--- config.mk ---
export PLATFORM = sky130hd
export DESIGN_NAME = led_mode_sequencer_flat
export DESIGN_NICKNAME = d
export VERILOG_FILES = /design/src/rtl/led_mode_sequencer_if.sv /design/src/rtl/led_mode_sequencer.sv /design/src/flat_wrapper.sv
export SDC_FILE = /design/constraint.sdc
export NUM_CORES = 1
export LEC_CHECK = 0
export BUFFER_PORTS_ARGS = -buffer_cell sky130_fd_sc_hd__buf_4
export CORE_MARGIN = 5
export CORE_UTILIZATION = 60
export CTS_BUF_LIST = sky130_fd_sc_hd__clkbuf_16
export CTS_CLUSTER_SIZE = 40
export DETAILED_ROUTE_END_ITERATION = 10
export PLACE_DENSITY = 0.79
export SETUP_SLACK_MARGIN = 0.2
export SLEW_MARGIN = 5
export SYNTH_ARGS = -nofsm -noshare
export SYNTH_HDL_FRONTEND = slang
export SYNTH_SLANG_ARGS = --single-unit
--- constraint.sdc ---
create_clock -name clk_i -period 3.8 [get_ports clk_i]
set_clock_uncertainty 0.1 [all_clocks]
set_input_delay 0.76 -clock clk_i [delete_from_list [all_inputs] [get_ports clk_i]]
set_output_delay 0.76 -clock clk_i [all_outputs]
set_load 0.005 [all_outputs]
--- src/rtl/led_mode_sequencer_if.sv ---
// Bundle of LED-source inputs, step controls and LED/mode outputs for the
// LED mode sequencer. The master side drives the controls and sources; the
// slave side (the sequencer) drives the LEDs and the mode status.
interface led_mode_sequencer_if #(
    parameter int NumLeds  = 4,
    parameter int NumModes = 3
);
    localparam int ModeW = (NumModes > 2) ? $clog2(NumModes) : 1;

    logic                         next_i;
    logic                         prev_i;
    logic                         auto_en_i;
    logic [NumModes*NumLeds-1:0]  src_led_i;
    logic [NumLeds-1:0]           led_o;
    logic [ModeW-1:0]             mode_o;
    logic                         show_o;

    modport master (
        output next_i,
        output prev_i,
        output auto_en_i,
        output src_led_i,
        input  led_o,
        input  mode_o,
        input  show_o
    );

    modport slave (
        input  next_i,
        input  prev_i,
        input  auto_en_i,
        input  src_led_i,
        output led_o,
        output mode_o,
        output show_o
    );
endinterface

--- src/rtl/led_mode_sequencer.sv ---
// LED mode sequencer: shares the board LEDs between NumModes sources, steps
// through them on next/prev pulses or an auto-advance timer, and shows the
// new mode index on the LEDs for ShowCycles cycles after every change.
module led_mode_sequencer #(
    parameter int NumLeds    = 4,
    parameter int NumModes   = 3,
    parameter int ShowCycles = 50000000,
    parameter int AutoCycles = 500000000
) (
    input  logic                  clk_i,
    input  logic                  rst_ni,
    led_mode_sequencer_if.slave   bus
);
    localparam int ModeW = (NumModes > 2) ? $clog2(NumModes) : 1;
    localparam int ShowW = $clog2(ShowCycles + 1);
    localparam int AutoW = $clog2(AutoCycles);

    localparam logic [ModeW-1:0] ModeLast = ModeW'(NumModes - 1);
    localparam logic [ShowW-1:0] ShowLast = ShowW'(ShowCycles - 1);
    localparam logic [AutoW-1:0] AutoLast = AutoW'(AutoCycles - 1);

    typedef enum logic {
        RUN  = 1'b0,
        SHOW = 1'b1
    } state_e;

    state_e             state_q;
    logic [ModeW-1:0]   mode_q;
    logic [ModeW-1:0]   mode_d;
    logic [ShowW-1:0]   show_cnt_q;
    logic [AutoW-1:0]   auto_cnt_q;
    logic [AutoW-1:0]   auto_cnt_d;
    logic [NumLeds-1:0] led_mux;
    logic               step_next;
    logic               step_prev;
    logic               step;
    logic               auto_fire;

    // Decode step and auto events; pressing both buttons at once is ignored,
    // and any button activity suppresses the auto advance for that cycle.
    always_comb begin
        step_next = bus.next_i & ~bus.prev_i;
        step_prev = bus.prev_i & ~bus.next_i;
        step      = step_next | step_prev;
        auto_fire = (state_q == RUN) & bus.auto_en_i & (auto_cnt_q == AutoLast)
                    & ~bus.next_i & ~bus.prev_i;
    end

    // Next mode index with wrap-around in both directions.
    always_comb begin
        mode_d = mode_q;
        if (step_next || auto_fire) begin
            mode_d = (mode_q == ModeLast) ? '0 : mode_q + ModeW'(1);
        end else if (step_prev) begin
            mode_d = (mode_q == '0) ? ModeLast : mode_q - ModeW'(1);
        end
    end

    // Auto-advance timer: runs only while idling in RUN with auto enabled,
    // restarts from zero after any mode change.
    always_comb begin
        auto_cnt_d = '0;
        if ((state_q == RUN) && bus.auto_en_i && !step && !auto_fire) begin
            auto_cnt_d = (auto_cnt_q == AutoLast) ? '0 : auto_cnt_q + AutoW'(1);
        end
    end

    // RUN/SHOW controller; a step during SHOW restarts the display window.
    always_ff @(posedge clk_i or negedge rst_ni) begin
        if (!rst_ni) begin
            state_q    <= RUN;
            mode_q     <= '0;
            show_cnt_q <= '0;
            auto_cnt_q <= '0;
        end else begin
            auto_cnt_q <= auto_cnt_d;
            case (state_q)
                RUN: begin
                    if (step || auto_fire) begin
                        mode_q     <= mode_d;
                        show_cnt_q <= ShowLast;
                        state_q    <= SHOW;
                    end
                end
                SHOW: begin
                    if (step) begin
                        mode_q     <= mode_d;
                        show_cnt_q <= ShowLast;
                    end else if (show_cnt_q == '0) begin
                        state_q    <= RUN;
                    end else begin
                        show_cnt_q <= show_cnt_q - ShowW'(1);
                    end
                end
                default: state_q <= RUN;
            endcase
        end
    end

    // LED source select: mode index while showing, selected source otherwise.
    always_comb begin
        led_mux = bus.src_led_i[NumLeds-1:0];
        if (state_q == SHOW) begin
            led_mux = NumLeds'(mode_q);
        end else begin
            for (int k = 0; k < NumModes; k++) begin
                if (mode_q == ModeW'(k)) begin
                    led_mux = bus.src_led_i[k*NumLeds +: NumLeds];
                end
            end
        end
    end

    assign bus.led_o  = led_mux;
    assign bus.mode_o = mode_q;
    assign bus.show_o = (state_q == SHOW);
endmodule

--- src/flat_wrapper.sv ---
// flat-port wrapper written by rule: the top's interface ports become plain ports
module led_mode_sequencer_flat 
#(
    parameter int NumLeds    = 4,
    parameter int NumModes   = 3,
    parameter int ShowCycles = 50000000,
    parameter int AutoCycles = 500000000
)
  (clk_i, rst_ni, bus_next_i, bus_prev_i, bus_auto_en_i, bus_src_led_i, bus_led_o, bus_mode_o, bus_show_o);
  led_mode_sequencer_if #(.NumLeds(NumLeds), .NumModes(NumModes)) bus_i ();
  input  logic clk_i;
  input  logic rst_ni;
  input wire logic [$bits(bus_i.next_i)-1:0] bus_next_i;
  input wire logic [$bits(bus_i.prev_i)-1:0] bus_prev_i;
  input wire logic [$bits(bus_i.auto_en_i)-1:0] bus_auto_en_i;
  input wire logic [$bits(bus_i.src_led_i)-1:0] bus_src_led_i;
  output wire logic [$bits(bus_i.led_o)-1:0] bus_led_o;
  output wire logic [$bits(bus_i.mode_o)-1:0] bus_mode_o;
  output wire logic [$bits(bus_i.show_o)-1:0] bus_show_o;
  assign bus_i.next_i = bus_next_i;
  assign bus_i.prev_i = bus_prev_i;
  assign bus_i.auto_en_i = bus_auto_en_i;
  assign bus_i.src_led_i = bus_src_led_i;
  assign bus_led_o = bus_i.led_o;
  assign bus_mode_o = bus_i.mode_o;
  assign bus_show_o = bus_i.show_o;
  led_mode_sequencer #(.NumLeds(NumLeds), .NumModes(NumModes), .ShowCycles(ShowCycles), .AutoCycles(AutoCycles)) u_core (.clk_i(clk_i), .rst_ni(rst_ni), .bus(bus_i));
endmodule
==> run_results.csv, run 1 <==
group,metric,value,unit
outcome,outcome,"completed",
logic_synthesis,yosys.area.top_type_share,0.413,
critical_path,critPathKind,"register to register",
route,wl_met3,547,µm
pwr,p_sw,0.000522,W
logic_synthesis,seq_area_frac_synth,0.413,
route,drt-vias-per-instance,6.22,
placed_design,dp_hpwl,5.24,mm
floorplanning,die_y,86.6,µm
pwr,internal_power,0.00138,W
route,routed_wl,8.01,mm
grt,grt_pass1_vias,2916,
min_path,hold_path_class,"register to register",
route,wire_per_inst,16.3,µm
sta,tightestPinTransition,0.968,ns
logic_synthesis,yosysMostFrequentCell,"dfrtp_1",
grt,grt_usage,0.233,
layout,layout.nets,439,
logic_synthesis,synthCells,392,
sta,hold_viol_final,0,
clocking,hold_buffers,0,
logic_synthesis,synth.cells.most_frequent,"dfrtp_1, nor2_1, xor2_1",
placed_design,gp_congestion,0.816,
critical_path,critical_path.top_delay_family,"simple AND/OR/NAND/NOR gates",
route,first_iter_violations,239,
pwr,sw_frac_of_total,0.274,
layout,post-route-util,0.724,
clocking,clock_latency,0.33,ns
logic_synthesis,muxShareOfSynthArea,0.0142,
grt,grt_overflow,0,
critical_path,reg2reg_depth,8,
logic_synthesis,synth_fa_ha_area_frac,0.0285,
min_path,whs_path_depth,1,
sta,final.setup.worst_slack,0.819,ns
logic_synthesis,synth_ff_type,"dfrtp_1",
pwr,power_density,469,nW/µm²
logic_synthesis,yosys_warnings,0,
pwr,ir_drop,0.263,mV
route,met2_wirelength,3.73,mm
clocking,root_buffer,"clkbuf_16",
route,antenna_left,0,
critical_path,cp.depth,8,
route,wl_met1,3.59,mm
logic_synthesis,synth_top_family_by_area,"simple AND/OR/NAND/NOR gates",
route,drc,0,
layout,num_antenna_cells,0,
critical_path,path_cells,"inv_1, ha_1, or3b_1, nor4_1, a21oi_1, nor2_2, buf_4, o21ai_0",
critical_path,worst_setup_path_end_kind,"register",
critical_path,worstPathArrival,3.08,ns
logic_synthesis,synth_edf_count,0,
sta,max_slew_margin,0.350,
placed_design,post_dp_cell_area,3730,µm²
sta,period_minus_slack,2.98,ns
sta,fmax,336,MHz
logic_synthesis,synth-seq-cells,58,
critical_path,critPathRequiredTime,3.90,ns
sta,slew_violations,0,
logic_synthesis,synth_compound_area_frac,0.136,
placed_design,port_buffers,23,
clocking,cts.path.max_buffers,2,
route,drtPass1Iterations,5,
pwr,p_leak,1.69,nW
placed_design,place_ws,0.624,ns
floorplanning,initial_core_util,0.627,
critical_path,critPathMaxStageDelay,0.52,ns
clocking,post_cts_buffers,0,
grt,grt_pass1_wl,13.9,mm
logic_synthesis,syn_avg_cell_area,8.97,µm²
floorplanning,dieArea,7490,µm²
floorplanning,boundaryPins,24,
logic_synthesis,post-synth-top-area-cell,"dfrtp_1",
pwr,p_seq_frac,0.375,
critical_path,worst_path_max_delay_cell,"nor4_1",
logic_synthesis,syn_nets,417,
logic_synthesis,synthArstFlopShare,1.00,
logic_synthesis,synth_area,3520,µm²
sta,rsz0062_at_grt,"false",
grt,antenna_found_initial,0,
job,cap_violations,0,
floorplanning,die_x,86.6,µm
logic_synthesis,synth.area.top_cells,"dfrtp_1, nor2_1, xor2_1",
grt,grt_max_degree,59,
layout,syn_to_final_growth,15.6,%
pwr,p_clk_frac,0.463,
clocking,cts_resized,0,
route,top_layer,"met4",
floorplanning,rows,27,
clocking,cts_max_level,3,
route,vias,3055,
sta,setup_viol,0,
clocking,cts_buffers,9,
sta,final.setup.tns,0,ns
sta,post-route-period-util,0.784,
clocking,numClockSinks,58,
critical_path,worstPathMaxFanout,12,
critical_path,start_kind,"register",
pwr,pwr-share-comb,0.162,
logic_synthesis,yosys.cell_types.count,59,
clocking,cts_tree,"done",
clocking,path_clk_slew,0.06,ns
floorplanning,core,5610,µm²
layout,design_area,4060,µm²
critical_path,cp_num_buf_inv,2,
layout,drive_gt1_frac,0.153,
logic_synthesis,synth-xor-area-share,0.0673,
logic_synthesis,synthSimpleGateAreaFrac,0.298,
state kept, by name, summed over array words and instances (netlist names):
register / cells
u_core.show_cnt_q: 26
u_core.auto_cnt_q: 29
u_core.bus.show_o: 1
u_core.bus.mode_o: 2
layout make-up:
class / count / area, µm²
clock buffer: 9 / 225
clock inverter: 7 / 103
fill: 407 / 1550
inverter: 13 / 48.8
multi-input combinational: 301 / 1910
sequential: 58 / 1450
tap: 72 / 90.1
timing repair buffer: 31 / 233
worst paths after layout:
check                                 startpoint  slack (ns)                     to
min                        u_core.show_cnt_q[21]        0.37  u_core.show_cnt_q[21]
min reg2reg                u_core.show_cnt_q[21]        0.37  u_core.show_cnt_q[21]
min in group asynchronous                 rst_ni        0.39   u_core.auto_cnt_q[2]
max in group asynchronous                 rst_ni        2.73  u_core.show_cnt_q[22]
max reg2reg                 u_core.show_cnt_q[0]        0.82  u_core.show_cnt_q[15]
max                         u_core.show_cnt_q[0]        0.82  u_core.show_cnt_q[15]
layout by cell type, fill, tap and decap left out, types with 5 or more instances in the layout:
master | synthesis | final
nor4b_1 | 5 | 5
xor2_1 | 20 | 20
a21oi_1 | 17 | 17
mux2i_1 | 5 | 5
nand2_1 | 19 | 19
or3_1 | 5 | 5
o21ai_0 | 15 | 15
nor3_1 | 16 | 16
clkbuf_16 | 0 | 9
nor2_1 | 56 | 56
xnor2_1 | 7 | 7
o31ai_1 | 9 | 9
nor4_1 | 9 | 9
buf_4 | 0 | 31
ha_1 | 8 | 8
and3_1 | 12 | 12
or2_2 | 6 | 6
dfrtp_1 | 58 | 58
and2_1 | 6 | 6
nand3_1 | 17 | 17
nand4_1 | 12 | 12
and4_1 | 5 | 5
inv_1 | 13 | 13
metrics by stage:
stage	instances	total power (W)	hold slack, ns
2_1_floorplan	392	0.000919	0.338
5_1_grt	491	0.00200	0.394
3_3_place_gp	475	0.00102	0.365
4_1_cts	491	0.00192	0.376
3_5_place_dp	475	0.00103	0.370
6_report	491	0.00191	0.372
cell families (layout without fill, tap and decap cells):
kind of cell,after synthesis,after routing
buf+inv,33,60
mux,5,5
flops,58,58
fa+ha+maj,8,8
simple gates,190,190
xor+xnor,27,27
compound gates,71,71
power by group through the flow:
stage          logic [W]  registers [W]  clock network, W
2_1_floorplan   0.000207       0.000712                 0
3_3_place_gp    0.000296       0.000720                 0
3_5_place_dp    0.000307       0.000722                 0
4_1_cts         0.000311       0.000712          0.000892
5_1_grt         0.000351       0.000724          0.000924
6_report        0.000308       0.000714          0.000883
metal layers:
metal,up-vias,track usage
met5,-,0
met4,0,0.0963
met3,15,0.0380
met2,115,0.356
met1,1456,0.330
li1,1469,-
(Power assumes the default switching activity.)
==> inputs of run 2 (changes only) <==
Settings changed: ABC_AREA from default to 1, CORE_UTILIZATION 60 to 55, PLACE_DENSITY 0.79 to 0.76.
Clock period 3.8 ns to 2.65 ns, I/O delays scaled along.
==> run 2 against run 1 <==
  * Synthesized area up 9.8%
  * Hold slack got worse by 0.22 ns
  * Design area is 9.6% higher
  * Sequential cell count is the same
  * Sequential share of layout area is 3.1 points lower
  * Critical path type is now register to output port
==> run_results.csv, run 2 <==
group,metric,value,unit
route,routed_wl,8.98,mm
sta,final.setup.tns,0,ns
logic_synthesis,synth_area,3860,µm²
logic_synthesis,synthArstFlopShare,1.00,
logic_synthesis,synthCells,545,
route,met2_wirelength,4.46,mm
sta,tightestPinTransition,0.721,ns
sta,rsz0062_at_grt,"false",
logic_synthesis,yosys_warnings,0,
route,antenna_left,0,
layout,layout.nets,601,
critical_path,critPathRequiredTime,2.02,ns
floorplanning,boundaryPins,24,
route,first_iter_violations,122,
min_path,hold_path_class,"primary input to asynchronous set/reset pin",
logic_synthesis,syn_nets,570,
clocking,path_clk_slew,0.05,ns
route,drt-vias-per-instance,5.15,
grt,grt_overflow,0,
route,wl_met1,4.07,mm
floorplanning,core,6790,µm²
sta,slew_violations,0,
route,wire_per_inst,13.3,µm
logic_synthesis,synth-seq-cells,58,
pwr,p_leak,1.99,nW
route,top_layer,"met4",
sta,post-route-period-util,0.877,
critical_path,rrSetupSlack,0.44,ns
logic_synthesis,seq_area_frac_synth,0.376,
route,vias,3489,
logic_synthesis,yosysMostFrequentCell,"nand2_1",
logic_synthesis,yosys.cell_types.count,33,
logic_synthesis,post-synth-top-area-cell,"dfrtp_1",
layout,largest_reg_flops,29,
layout,largest_register,"u_core.auto_cnt_q",
clocking,cts_buffers,9,
pwr,power_density,545,nW/µm²
route,drtPass1Iterations,4,
clocking,root_buffer,"clkbuf_16",
layout,drive_gt1_frac,0.150,
critical_path,worstPathArrival,1.69,ns
route,drc,0,
critical_path,cp.depth,9,
sta,hold_viol_final,0,
critical_path,worstPathMaxFanout,5,
floorplanning,die_y,93.8,µm
job,cap_violations,0,
placed_design,port_buffers,23,
critical_path,path_cells,"inv_2, ha_4, inv_2, nand2_1, a21oi_1, a21oi_1, or2_2, inv_1, buf_4",
grt,grt_max_degree,59,
grt,grt_pass1_vias,3421,
critical_path,worst_path_max_delay_cell,"dfrtp_1",
placed_design,gp_congestion,0.956,
logic_synthesis,yosys.area.top_type_share,0.376,
critical_path,cp-startpoint,"u_core.bus.mode_o[1]",
critical_path,start_kind,"register",
clocking,clock_latency,0.33,ns
layout,layout_common_cells,"nand2_1, nor2_1, dfrtp_1, inv_1, nand3_1",
logic_synthesis,synth.cells.most_frequent,"nand2_1, nor2_1, dfrtp_1",
logic_synthesis,synth_edf_count,0,
floorplanning,die_x,93.8,µm
logic_synthesis,syn_avg_cell_area,7.08,µm²
floorplanning,dieArea,8790,µm²
floorplanning,initial_core_util,0.568,
placed_design,dp_hpwl,6.63,mm
logic_synthesis,synth.area.top_cells,"dfrtp_1, nand2_1, nor2_1",
critical_path,cp_num_buf_inv,4,
sta,setup_viol,0,
critical_path,r2r-end,"u_core.show_cnt_q[23]",
placed_design,place_inst,660,
layout,final_common_cell,"nand2_1",
floorplanning,rows,30,
clocking,numClockSinks,58,
critical_path,worst_setup_path_end_kind,"output port",
critical_path,critPathMaxStageDelay,0.39,ns
critical_path,rr_startpoint,"u_core.show_cnt_q[0]",
clocking,cts_tree,"done",
sta,period_minus_slack,2.32,ns
clocking,cts_max_level,3,
critical_path,reg2reg_depth,11,
critical_path,critical_path.top_delay_family,"flip-flops",
logic_synthesis,synth_ff_type,"dfrtp_1",
layout,num_antenna_cells,0,
layout,final_cells,677,
grt,antenna_found_initial,0,
grt,grt_usage,0.219,
clocking,cts.path.max_buffers,2,
sta,max_slew_margin,0.520,
grt,grt_pass1_wl,15.4,mm
layout,syn_to_final_growth,15.4,%
critical_path,critPathKind,"register to output port",
outcome,outcome,"completed",
critical_path,crit_path_end,"bus_led_o[3]",
pwr,ir_drop,0.371,mV
sta,fmax,430,MHz
route,wl_met3,290,µm
## run 2: cell types whose count changed after synthesis, sizes merged, moves of 8 or more
cell	change
clkbuf	-8
nand2	+139
inv	+45
nor4	-8
nand3	+29
nor2	+53
o31ai	-10
and3	-12
## run 2: metrics by stage
stage	setup slack [ns]	hold slack (ns)	util	instance area (µm²)	total power (W)
2_1_floorplan	0.692	0.134	-	3860	0.00113
3_3_place_gp	0.423	0.369	0.608	4130	0.00126
3_5_place_dp	0.358	0.380	0.608	4130	0.00127
4_1_cts	0.219	0.183	0.652	4430	0.00240
5_1_grt	0.211	0.240	0.655	4450	0.00252
6_report	0.326	0.151	0.655	4450	0.00243
## run 2: layout make-up
| cell class | count | area [µm²] |
|---|---|---|
| flip-flops and latches | 58 | 1450 |
| clock buffers | 9 | 225 |
| well taps | 96 | 120 |
| repair buffers | 30 | 225 |
| fillers | 576 | 2340 |
| multi-input cells | 419 | 2150 |
| clock inverters | 7 | 60.1 |
| inverters | 58 | 218 |
## run 2: worst min path at each step
stage,start,endpoint,slack [ns],depth (start not counted)
3_5_place_dp,u_core.auto_cnt_q[0],u_core.auto_cnt_q[0],0.38,1
3_3_place_gp,u_core.auto_cnt_q[0],u_core.auto_cnt_q[0],0.37,1
6_report,rst_ni,u_core.auto_cnt_q[14],0.15,1
5_1_grt,rst_ni,u_core.auto_cnt_q[6],0.24,1
4_1_cts,rst_ni,u_core.auto_cnt_q[14],0.18,1
2_1_floorplan,rst_ni,u_core.auto_cnt_q[0],0.13,0
## run 2: cell families (layout without fill, tap and decap cells)
kind of cell	count (synthesis)	in the layout	share of synthesized area
AND/OR/NAND/NOR	353	353	0.406
adder cells (fa/ha/maj)	8	8	0.0259
AO/OA/AOI/OAI	27	27	0.0490
buffers and inverters	68	104	0.0726
XOR/XNOR	31	31	0.0704
flip-flops	58	58	0.376
## run 2: what timing repair did
| action | 4_1_cts | 5_1_grt |
|---|---|---|
| gates resized for setup | 2 | 5 |
| endpoints found under the hold margin | 0 | 0 |
| cloned | 0 | 0 |
| setup buffers | 1 | 0 |
| setup endpoints to repair | 2 | 2 |
| hold buffers | 0 | 0 |
## run 2: power by group
group          internal, W  switching, W
sequential        0.000910     0.0000285
clock             0.000714      0.000405
combinational     0.000168      0.000200
## run 2: per-layer routing
metal / vias up / global-route usage
met5: - / 0
met4: 0 / 0.0878
met3: 15 / 0.0337
met2: 67 / 0.376
met1: 1630 / 0.274
li1: 1777 / -
